## src/rtl/ins_encoder_if.sv

```systemverilog
// Host-to-encoder instruction fields plus the instruction memory write port.
// No storage; pure signal bundle, latency 0.
// Backpressure: host holds in_valid and fields until in_ready is seen high.
interface ins_encoder_if #(
  parameter int unsigned ADDR_W = 32
);
  logic              in_valid;
  logic              in_ready;
  logic [3:0]        op_sel;
  logic [4:0]        rs;
  logic [4:0]        rt;
  logic [4:0]        rd;
  logic [15:0]       imm;
  logic [25:0]       target;
  logic              in_last;
  logic              mem_we;
  logic [ADDR_W-1:0] mem_addr;
  logic [31:0]       mem_wdata;

  // Host / boot loader side.
  modport master (
    output in_valid, op_sel, rs, rt, rd, imm, target, in_last,
    input  in_ready, mem_we, mem_addr, mem_wdata
  );

  // Encoder side.
  modport slave (
    input  in_valid, op_sel, rs, rt, rd, imm, target, in_last,
    output in_ready, mem_we, mem_addr, mem_wdata
  );
endinterface

```

## src/rtl/ins_encoder.sv

```systemverilog
// Packs mnemonic + fields into 32-bit instructions and writes them to imem at sequential addresses.
// Latency: accept at N -> mem_we at N+1, done (for in_last) at N+2.
// Backpressure: in_ready low in WRITE/DONE/FULL and while reset/start; optional INS_ENCODER_PSEUDO_NOT_EN maps not to nor rd,rs,rs.
module ins_encoder #(
  parameter int unsigned       ADDR_W    = 32,
  parameter logic [ADDR_W-1:0] BASE_ADDR = '0,
  parameter int unsigned       DEPTH     = 256
) (
  input  logic         clk,
  input  logic         reset,
  input  logic         start,
  ins_encoder_if.slave bus,
  output logic         done,
  output logic         err
);

  localparam int unsigned CNT_W = $clog2(DEPTH + 1);

  typedef enum logic [1:0] {IDLE, WRITE, DONE, FULL} state_t;

  state_t            state;
  state_t            state_nxt;
  logic [CNT_W-1:0]  count;
  logic [31:0]       enc_word;
  logic              enc_legal;
  logic              last_q;
  logic              legal_q;
  logic              kill;
  logic              accept;
  logic              at_limit;
  logic [ADDR_W-1:0] wr_addr;

  // reset and start both abort whatever is in flight this cycle
  assign kill     = reset | start;
  assign accept   = bus.in_valid & bus.in_ready;
  assign at_limit = (count == CNT_W'(DEPTH));
  assign wr_addr  = BASE_ADDR + (ADDR_W'(count) << 2);

  // Combinational encoder: build the instruction word and flag unknown mnemonics
  always_comb begin
    enc_word  = '0;
    enc_legal = 1'b1;
    case (bus.op_sel)
      4'd0:  enc_word = {6'b100000, bus.rs, bus.rt, bus.rd, 11'd0};   // and
      4'd1:  enc_word = {6'b100011, bus.rs, bus.rt, bus.imm};         // lw
      4'd2:  enc_word = {6'b101011, bus.rs, bus.rt, bus.imm};         // sw
      4'd3:  enc_word = {6'b001000, bus.rs, 21'd0};                   // jr
      4'd4:  enc_word = {6'b000011, bus.target};                      // jal
      4'd5:  enc_word = {6'b100110, bus.rs, bus.rt, bus.rd, 11'd0};   // nor
      4'd6:  enc_word = {6'b001110, bus.rs, bus.rt, bus.imm};         // nori
`ifdef INS_ENCODER_PSEUDO_NOT_EN
      4'd7:  enc_word = {6'b100110, bus.rs, bus.rs, bus.rd, 11'd0};   // not as nor rd,rs,rs
`else
      4'd7:  enc_word = {6'b000100, bus.rs, 5'd0, bus.rd, 11'd0};     // native not, rt forced 0
`endif
      4'd8:  enc_word = {6'b010000, bus.rs, bus.rt, bus.imm};         // bleu
      4'd9:  enc_word = {6'b000000, bus.rs, bus.rt, bus.rd, 11'd0};   // rolv
      4'd10: enc_word = {6'b000010, bus.rs, bus.rt, bus.rd, 11'd0};   // rorv
      default: enc_legal = 1'b0;
    endcase
  end

  // State register
  always_ff @(posedge clk) begin
    if (reset) begin
      state <= IDLE;
    end else begin
      state <= state_nxt;
    end
  end

  // Next-state and handshake/strobe outputs; a kill cycle suppresses every strobe
  always_comb begin
    state_nxt    = state;
    bus.in_ready = 1'b0;
    bus.mem_we   = 1'b0;
    done         = 1'b0;
    if (kill) begin
      state_nxt = IDLE;
    end else begin
      case (state)
        IDLE: begin
          bus.in_ready = 1'b1;
          if (bus.in_valid) begin
            if (at_limit) begin
              state_nxt = FULL;
            end else if (enc_legal) begin
              state_nxt = WRITE;
            end
          end
        end
        WRITE: begin
          bus.mem_we = legal_q;
          state_nxt  = last_q ? DONE : IDLE;
        end
        DONE: begin
          done      = 1'b1;
          state_nxt = IDLE;
        end
        FULL: begin
          state_nxt = FULL;
        end
        default: state_nxt = IDLE;
      endcase
    end
  end

  // Datapath: capture word/address on accept, track word count and the sticky error
  always_ff @(posedge clk) begin
    if (reset) begin
      count         <= '0;
      err           <= 1'b0;
      last_q        <= 1'b0;
      legal_q       <= 1'b0;
      bus.mem_addr  <= BASE_ADDR;
      bus.mem_wdata <= '0;
    end else if (start) begin
      count <= '0;
      err   <= 1'b0;
    end else begin
      if (accept) begin
        legal_q <= enc_legal & ~at_limit;
        if (at_limit || !enc_legal) begin
          err <= 1'b1;
        end else begin
          // mem_addr/mem_wdata only move when a write is about to be issued
          bus.mem_addr  <= wr_addr;
          bus.mem_wdata <= enc_word;
          last_q        <= bus.in_last;
        end
      end
      if (state == WRITE) begin
        count <= count + CNT_W'(1);
      end else if (state == DONE) begin
        count <= '0;
      end
    end
  end

endmodule
```

## src/flat_wrapper.sv

```systemverilog
// flat-port wrapper written by rule: the top's interface ports become plain ports
module ins_encoder_flat 
#(
  parameter int unsigned       ADDR_W    = 32,
  parameter logic [ADDR_W-1:0] BASE_ADDR = '0,
  parameter int unsigned       DEPTH     = 256
)
  (clk, reset, start, done, err, bus_in_valid, bus_op_sel, bus_rs, bus_rt, bus_rd, bus_imm, bus_target, bus_in_last, bus_in_ready, bus_mem_we, bus_mem_addr, bus_mem_wdata);
  ins_encoder_if #(.ADDR_W(ADDR_W)) bus_i ();
  input  logic clk;
  input  logic reset;
  input  logic start;
  output logic done;
  output logic err;
  input wire logic [$bits(bus_i.in_valid)-1:0] bus_in_valid;
  input wire logic [$bits(bus_i.op_sel)-1:0] bus_op_sel;
  input wire logic [$bits(bus_i.rs)-1:0] bus_rs;
  input wire logic [$bits(bus_i.rt)-1:0] bus_rt;
  input wire logic [$bits(bus_i.rd)-1:0] bus_rd;
  input wire logic [$bits(bus_i.imm)-1:0] bus_imm;
  input wire logic [$bits(bus_i.target)-1:0] bus_target;
  input wire logic [$bits(bus_i.in_last)-1:0] bus_in_last;
  output wire logic [$bits(bus_i.in_ready)-1:0] bus_in_ready;
  output wire logic [$bits(bus_i.mem_we)-1:0] bus_mem_we;
  output wire logic [$bits(bus_i.mem_addr)-1:0] bus_mem_addr;
  output wire logic [$bits(bus_i.mem_wdata)-1:0] bus_mem_wdata;
  assign bus_i.in_valid = bus_in_valid;
  assign bus_i.op_sel = bus_op_sel;
  assign bus_i.rs = bus_rs;
  assign bus_i.rt = bus_rt;
  assign bus_i.rd = bus_rd;
  assign bus_i.imm = bus_imm;
  assign bus_i.target = bus_target;
  assign bus_i.in_last = bus_in_last;
  assign bus_in_ready = bus_i.in_ready;
  assign bus_mem_we = bus_i.mem_we;
  assign bus_mem_addr = bus_i.mem_addr;
  assign bus_mem_wdata = bus_i.mem_wdata;
  ins_encoder #(.ADDR_W(ADDR_W), .BASE_ADDR(BASE_ADDR), .DEPTH(DEPTH)) u_core (.clk(clk), .reset(reset), .start(start), .bus(bus_i), .done(done), .err(err));
endmodule
```

## config.mk

```make
export PLATFORM = sky130hd
export DESIGN_NAME = ins_encoder_flat
export DESIGN_NICKNAME = d
export VERILOG_FILES = /design/src/rtl/ins_encoder_if.sv /design/src/rtl/ins_encoder.sv /design/src/flat_wrapper.sv
export SDC_FILE = /design/constraint.sdc
export NUM_CORES = 1
export LEC_CHECK = 0
export ABC_AREA = 1
export CORE_MARGIN = 4
export CORE_UTILIZATION = 45
export DETAILED_ROUTE_END_ITERATION = 8
export GPL_TIMING_DRIVEN = 0
export PLACE_DENSITY = 0.92
export RECOVER_POWER = 100
export SLEW_MARGIN = 10
export SYNTH_ARGS = -nofsm -noshare
export SYNTH_HDL_FRONTEND = slang
export SYNTH_SLANG_ARGS = --single-unit
export TNS_END_PERCENT = 30
```

## constraint.sdc

```tcl
create_clock -name clk -period 3.5 [get_ports clk]
set_input_delay 0.7 -clock clk [delete_from_list [all_inputs] [get_ports clk]]
set_output_delay 0.7 -clock clk [all_outputs]
set_load 0.01 [all_outputs]
```

==> results of run 1 <==
layout make-up:
type	instances	area (sq um)
repair buffers	109	1090
fillers	568	2070
inverters	56	210
plain buffers	39	262
multi-input cells	332	1440
clock buffers	5	68.8
clock inverters	3	15.0
flip-flops and latches	55	1100
well taps	77	96.3
report_power, final:
part           switching, mW  internal, mW  leakage, nW
Combinational          0.127         0.133         1.56
Clock                  0.208         0.138       0.0477
Sequential           0.00850         0.641        0.445
Total                  0.344         0.912         2.06
placed cells by master (no fill, tap or decap), types with 5 or more instances in the layout:
master           synthesis  routed
dfxtp_1                 55      55
buf_4                   25      25
ha_1                     6       6
nor2_1                  63      64
dlygate4sd3_1            0      45
nor3_1                   6       6
inv_1                   55      56
clkbuf_8                 0       5
buf_2                    8       5
clkdlybuf4s50_1          0      64
a21oi_1                 40      40
conb_1                   1      23
nand3_1                 18      19
o21ai_0                 20      21
clkbuf_1                 4       7
nand2_1                143     144
critical path, delay by kind of cell:
family	cells	cell delay, ns
buffers and inverters	3	1.36
and+or+nand+nor	2	0.32
synthesized netlist by cell type (all sizes together):
cell type	count
o22ai	1
a211oi	2
nand2	144
buf	35
nand4	3
a211o	1
inv	56
dfxtp	55
ha	6
nand3	19
a21oi	40
nor2	65
conb	1
clkbuf	4
o21ai	21
nor3	6
o211ai	1
cell families after synthesis:
group                    synth area share (%)
AO/OA/AOI/OAI                            11.6
buffers and inverters                    16.1
adder cells (fa/ha/maj)                  2.54
other                                   0.127
AND/OR/NAND/NOR                          32.3
flip-flops                               37.3
routing by layer:
layer | GRT usage [%] | share of wire, % | vias up
met5 | 0 | 0 | -
met4 | 8.80 | 2.9 | 0
met3 | 4.33 | 8.8 | 24
met2 | 39.7 | 51 | 145
met1 | 24.0 | 38 | 1458
li1 | - | - | 1649
state kept, by name (all words and copies together) (netlist names):
signal / count
u_core.last_q: 1
u_core.count: 9
u_core.state: 2
u_core.err: 1
u_core.bus.mem_addr: 9
u_core.legal_q: 1
u_core.bus.mem_wdata: 32
path summary, 6_finish.rpt:
check,startpoint,to,depth (start not counted)
max,reset,done,5
min,u_core.bus.mem_addr[2],u_core.bus.mem_addr[2],2
max reg2reg,u_core.state[1],u_core.bus.mem_wdata[9],9
min reg2reg,u_core.bus.mem_addr[2],u_core.bus.mem_addr[2],2
metrics by stage:
stage               hold WS, ns  std cells  total power, mW  area (sq um)
floorplan                 0.445        482            0.798          3030
global placement          0.453        668            0.920          4220
detailed placement        0.457        668            0.929          4220
CTS                       0.473        676             1.27          4310
global route              0.483        676             1.31          4280
finish                    0.467        676             1.26          4280
==> out/metrics.cfg, run 1 <==
[floorplan]
die_w_um=89.0
num_rows=29
io_pins=134
core_sq_um=6350
start_util_pct=46.5
design.die.area_sq_um=7920
die_h_um=89.0

[run_status]
status=finished, final reports clean

[final_layout]
drive_above_1_share_pct=6.84
final_nets=670
n_antenna_cell=0
area_growth_syn_to_layout_pct=45.1
finish.utilization_pct=67.5

[grt]
grt_overflow=0
grt_max_degree=17
first_global_vias=3059
grt_pass1_wl_mm=13.5
grt.total_usage_pct=21.5
antenna_found_initial=0

[drt]
ant_nets=0
drt_iter0_markers=130
via_per_inst=4.85
drc=0
wire_per_inst_um=12.8
first_pass_iters=4
wirelength_mm=8.67
vias=3276

[placement]
routabilityCongestion=0.836
io_buffers=109
dp_hpwl_mm=6.90
post-place-ws_ns=0.626

[synth]
syn-cell-area_sq_um=2950
synth_area_per_cell_sq_um=6.42
synthDistinctLibCells=25
ys_top_cells_by_area=dfxtp_1 37%, nand2_1 18%, nor2_1 8.0%
ys_ff_latch=55
netlist.top_cell.by_area=dfxtp_1
synthCells=460
synth_top_area_share_pct=37.3
ys_warn_count=0
ys_seq_area_share_pct=37.3

[power_and_ir_drop]
p_leak_nw=2.06
power.density_nw_per_um2=293
ir_drop_mv=0.158

[critical_path]
worst_setup_path_end_kind=output port
crit_fanout=5
worstPathArrival_ns=2.39
crit_slowest_cell=dlygate4sd3_1
worstPathRequired_ns=2.80
cp_cell_sequence=dlygate4sd3_1 -> nor2_1 -> inv_1 -> nor2_1 -> dlygate4sd3_1
crit_path_max_incr_delay_ns=0.63
critPathKind=in -> out
r2r_slack_ns=1.20
critPathLaunchType=input pin

[cts]
cts.sinks=55
h-tree-depth=2
worst_skew_pair.late_latency_ns=0.31
clk_pin_slew_worst_paths_ns=0.09
cts_tree=built
cts-root-buf=clkbuf_8
cts_buffers=5
post_cts_buffers=0
ctsHoldBuffers=0
ctsLongestPathBuffers=2
cts_resized=0

[sta]
min_period_ns=3.09
fin_ws_ns=0.409
min_period_over_period_pct=88.3
drv_slew=0
fmax_mhz=324
slew_headroom_pct=50.6
setup_violations=0
fin_setup_tns_ns=0
fin_skew_ns=0.0111
hold_viol=0
rsz0062_at_grt=no
tightest_slew_ns=0.733

[min_path]
hold_path.class=reg -> reg

[run]
drv_cap=0

Power figures use the tool's default switching activity.
==> run 2, diff against run 1 <==
- CAP_MARGIN: default -> 5
- CTS_BUF_LIST: default -> sky130_fd_sc_hd__clkbuf_8 sky130_fd_sc_hd__clkbuf_16
==> results of run 2 <==
Final layout, timing and power as in run 1 (identical DEF).
==> run 3, diff against run 2 <==
- ABC_AREA: 1 -> default
- CORE_UTILIZATION: 45 -> 42
- PLACE_DENSITY: 0.92 -> 0.86
- clock period: 3.5 -> 3.37 ns (I/O delays scaled with it)
==> out/metrics.cfg, run 3 <==
[floorplan]
start_util_pct=44.0
die_w_um=93.3
io_pins=134
core_sq_um=6940
die_h_um=93.3
design.die.area_sq_um=8700
num_rows=30

[synth]
synthDistinctLibCells=54
yosys-top-cells-count=55 x dfxtp_1, 38 x nor2_1, 36 x nand2_1, 26 x a21oi_1, 23 x buf_4
ys_seq_area_share_pct=36.0
synth_ff_type=dfxtp_1
ys_top_cells_by_area=dfxtp_1 36%, buf_4 5.7%, nor2_1 4.7%
synth_edf_count=0
synthCells=351
post-synth-top-count-cell=dfxtp_1
synth_area_per_cell_sq_um=8.70
synthArstFlopShare_pct=0
ys_ff_latch=55
synth_top_area_share_pct=36.0
syn-cell-area_sq_um=3060
ys_warn_count=0
netlist.top_cell.by_area=dfxtp_1

[final_layout]
top_register=u_core.bus.mem_wdata
largest_reg_flops=32
final_cell_mix=61 x clkdlybuf4s50_1, 55 x dfxtp_1, 46 x dlygate4sd3_1
drive_above_1_share_pct=11.1
final_nets=559
n_antenna_cell=0
area_growth_syn_to_layout_pct=41.9
final_common_cell=clkdlybuf4s50_1
reg.largest.list=u_core.bus.mem_wdata x32, u_core.bus.mem_addr x9, u_core.count x9

[critical_path]
crit_path_max_incr_delay_ns=0.98
critPathLaunchType=input pin
critPathKind=in -> reg
worstPathRequired_ns=3.59
worst_setup_path_end_kind=flop
crit_slowest_cell=o311ai_0
worstPathArrival_ns=3.19
crit_fanout=10
cp_cell_sequence=dlygate4sd3_1 -> clkbuf_1 -> xor2_1 -> o311ai_0 -> a21oi_1 -> a211oi_1

[sta]
min_period_over_period_pct=88.0
hold_viol=0
min_period_ns=2.97
drv_slew=0
fin_setup_tns_ns=0
fmax_mhz=337
rsz0062_at_grt=no
fin_skew_ns=0.00517
tightest_slew_ns=1.18
slew_headroom_pct=20.4
setup_violations=0

[grt]
first_global_vias=2915
grt_max_degree=16
grt.total_usage_pct=19.7
grt_overflow=0
grt_pass1_wl_mm=13.9
antenna_found_initial=0

[drt]
ant_nets=0
wirelength_mm=8.88
via_per_inst=5.15
drt_iter0_markers=114
drc=0
first_pass_iters=4
vias=3007
wire_per_inst_um=15.2

[min_path]
hold_path.class=reg -> reg

[cts]
h-tree-depth=2
clk_pin_slew_worst_paths_ns=0.09
ctsHoldBuffers=0
post_cts_buffers=0
cts_resized=0
cts.sinks=55
cts_buffers=5
cts_tree=built
cts-root-buf=clkbuf_8
ctsLongestPathBuffers=2
worst_skew_pair.late_latency_ns=0.30

[placement]
io_buffers=107
routabilityCongestion=0.805
dp_hpwl_mm=6.87

[run]
drv_cap=0

[power_and_ir_drop]
power.density_nw_per_um2=305
ir_drop_mv=0.179
p_leak_nw=1.77
power.total_mw=1.32

[run_status]
status=finished, final reports clean

run 3: changes by cell type after synthesis, sizes merged, moves of 8 or more:
cell and delta:
a211oi +8, a21oi -8, a221oi +16, a22o +10, clkbuf +8, inv -50
nand2 -108, nand3 -17, nor2 -26, nor2b +11, nor3 +11, o21ai -17
run 3: logic make-up (layout without fill, tap and decap cells):
kind of cell,count (synthesis),in the layout,share of synthesized area (%)
adder cells (fa/ha/maj),6,6,2.46
XOR/XNOR,8,8,2.29
AND/OR/NAND/NOR,126,126,20.4
other,1,23,0.123
multiplexers,3,3,0.983
buffers and inverters,54,169,13.3
AO/OA/AOI/OAI,98,98,24.4
flip-flops,55,55,36.0
run 3: worst max-delay path: cells and delay by family:
family | cells | cell delay, ns
XOR/XNOR | 1 | 0.15
buffers and inverters | 2 | 0.94
AO/OA/AOI/OAI | 3 | 1.41
run 3: path summary, 6_finish.rpt:
check | endpoint | slack, ns | startpoint | depth (start not counted)
worst max-delay path | u_core.bus.mem_wdata[12] | 0.40 | bus_op_sel[3] | 6
worst min-delay path | u_core.bus.mem_wdata[26] | 0.46 | u_core.bus.mem_wdata[26] | 2
worst min register to register | u_core.bus.mem_wdata[26] | 0.46 | u_core.bus.mem_wdata[26] | 2
worst max register to register | u_core.last_q | 0.92 | u_core.count[2] | 6
run 3: stage by stage:
step	setup slack [ns]	utilization, %	area (sq um)	hold slack (ns)	std cells
5_1_grt	0.267	62.4	4330	0.484	584
6_report	0.403	62.4	4330	0.457	584
3_3_place_gp	0.520	62.3	4330	0.437	576
2_1_floorplan	1.38	-	3140	0.443	373
4_1_cts	0.515	63.5	4410	0.466	584
3_5_place_dp	0.509	62.3	4330	0.450	576
run 3: metal layers:
metal,global-route usage [%],share of wire (%),vias to the layer above
met1,23.6,42,1407
met5,0,0,-
met3,5.15,7.9,8
met4,5.25,1.0,0
met2,34.5,49,110
li1,-,-,1482
run 3: where the power goes:
part	switching [mW]	internal (mW)
Clock	0.209	0.141
Combinational	0.137	0.159
Sequential	0.00912	0.667
run 3: layout make-up:
type / count / area, sq um
clock buffers: 5 / 68.8
clock inverters: 3 / 12.5
plain buffers: 48 / 342
inverters: 6 / 22.5
well taps: 96 / 120
multi-input cells: 264 / 1600
repair buffers: 107 / 1070
flip-flops and latches: 55 / 1100
fillers: 633 / 2610
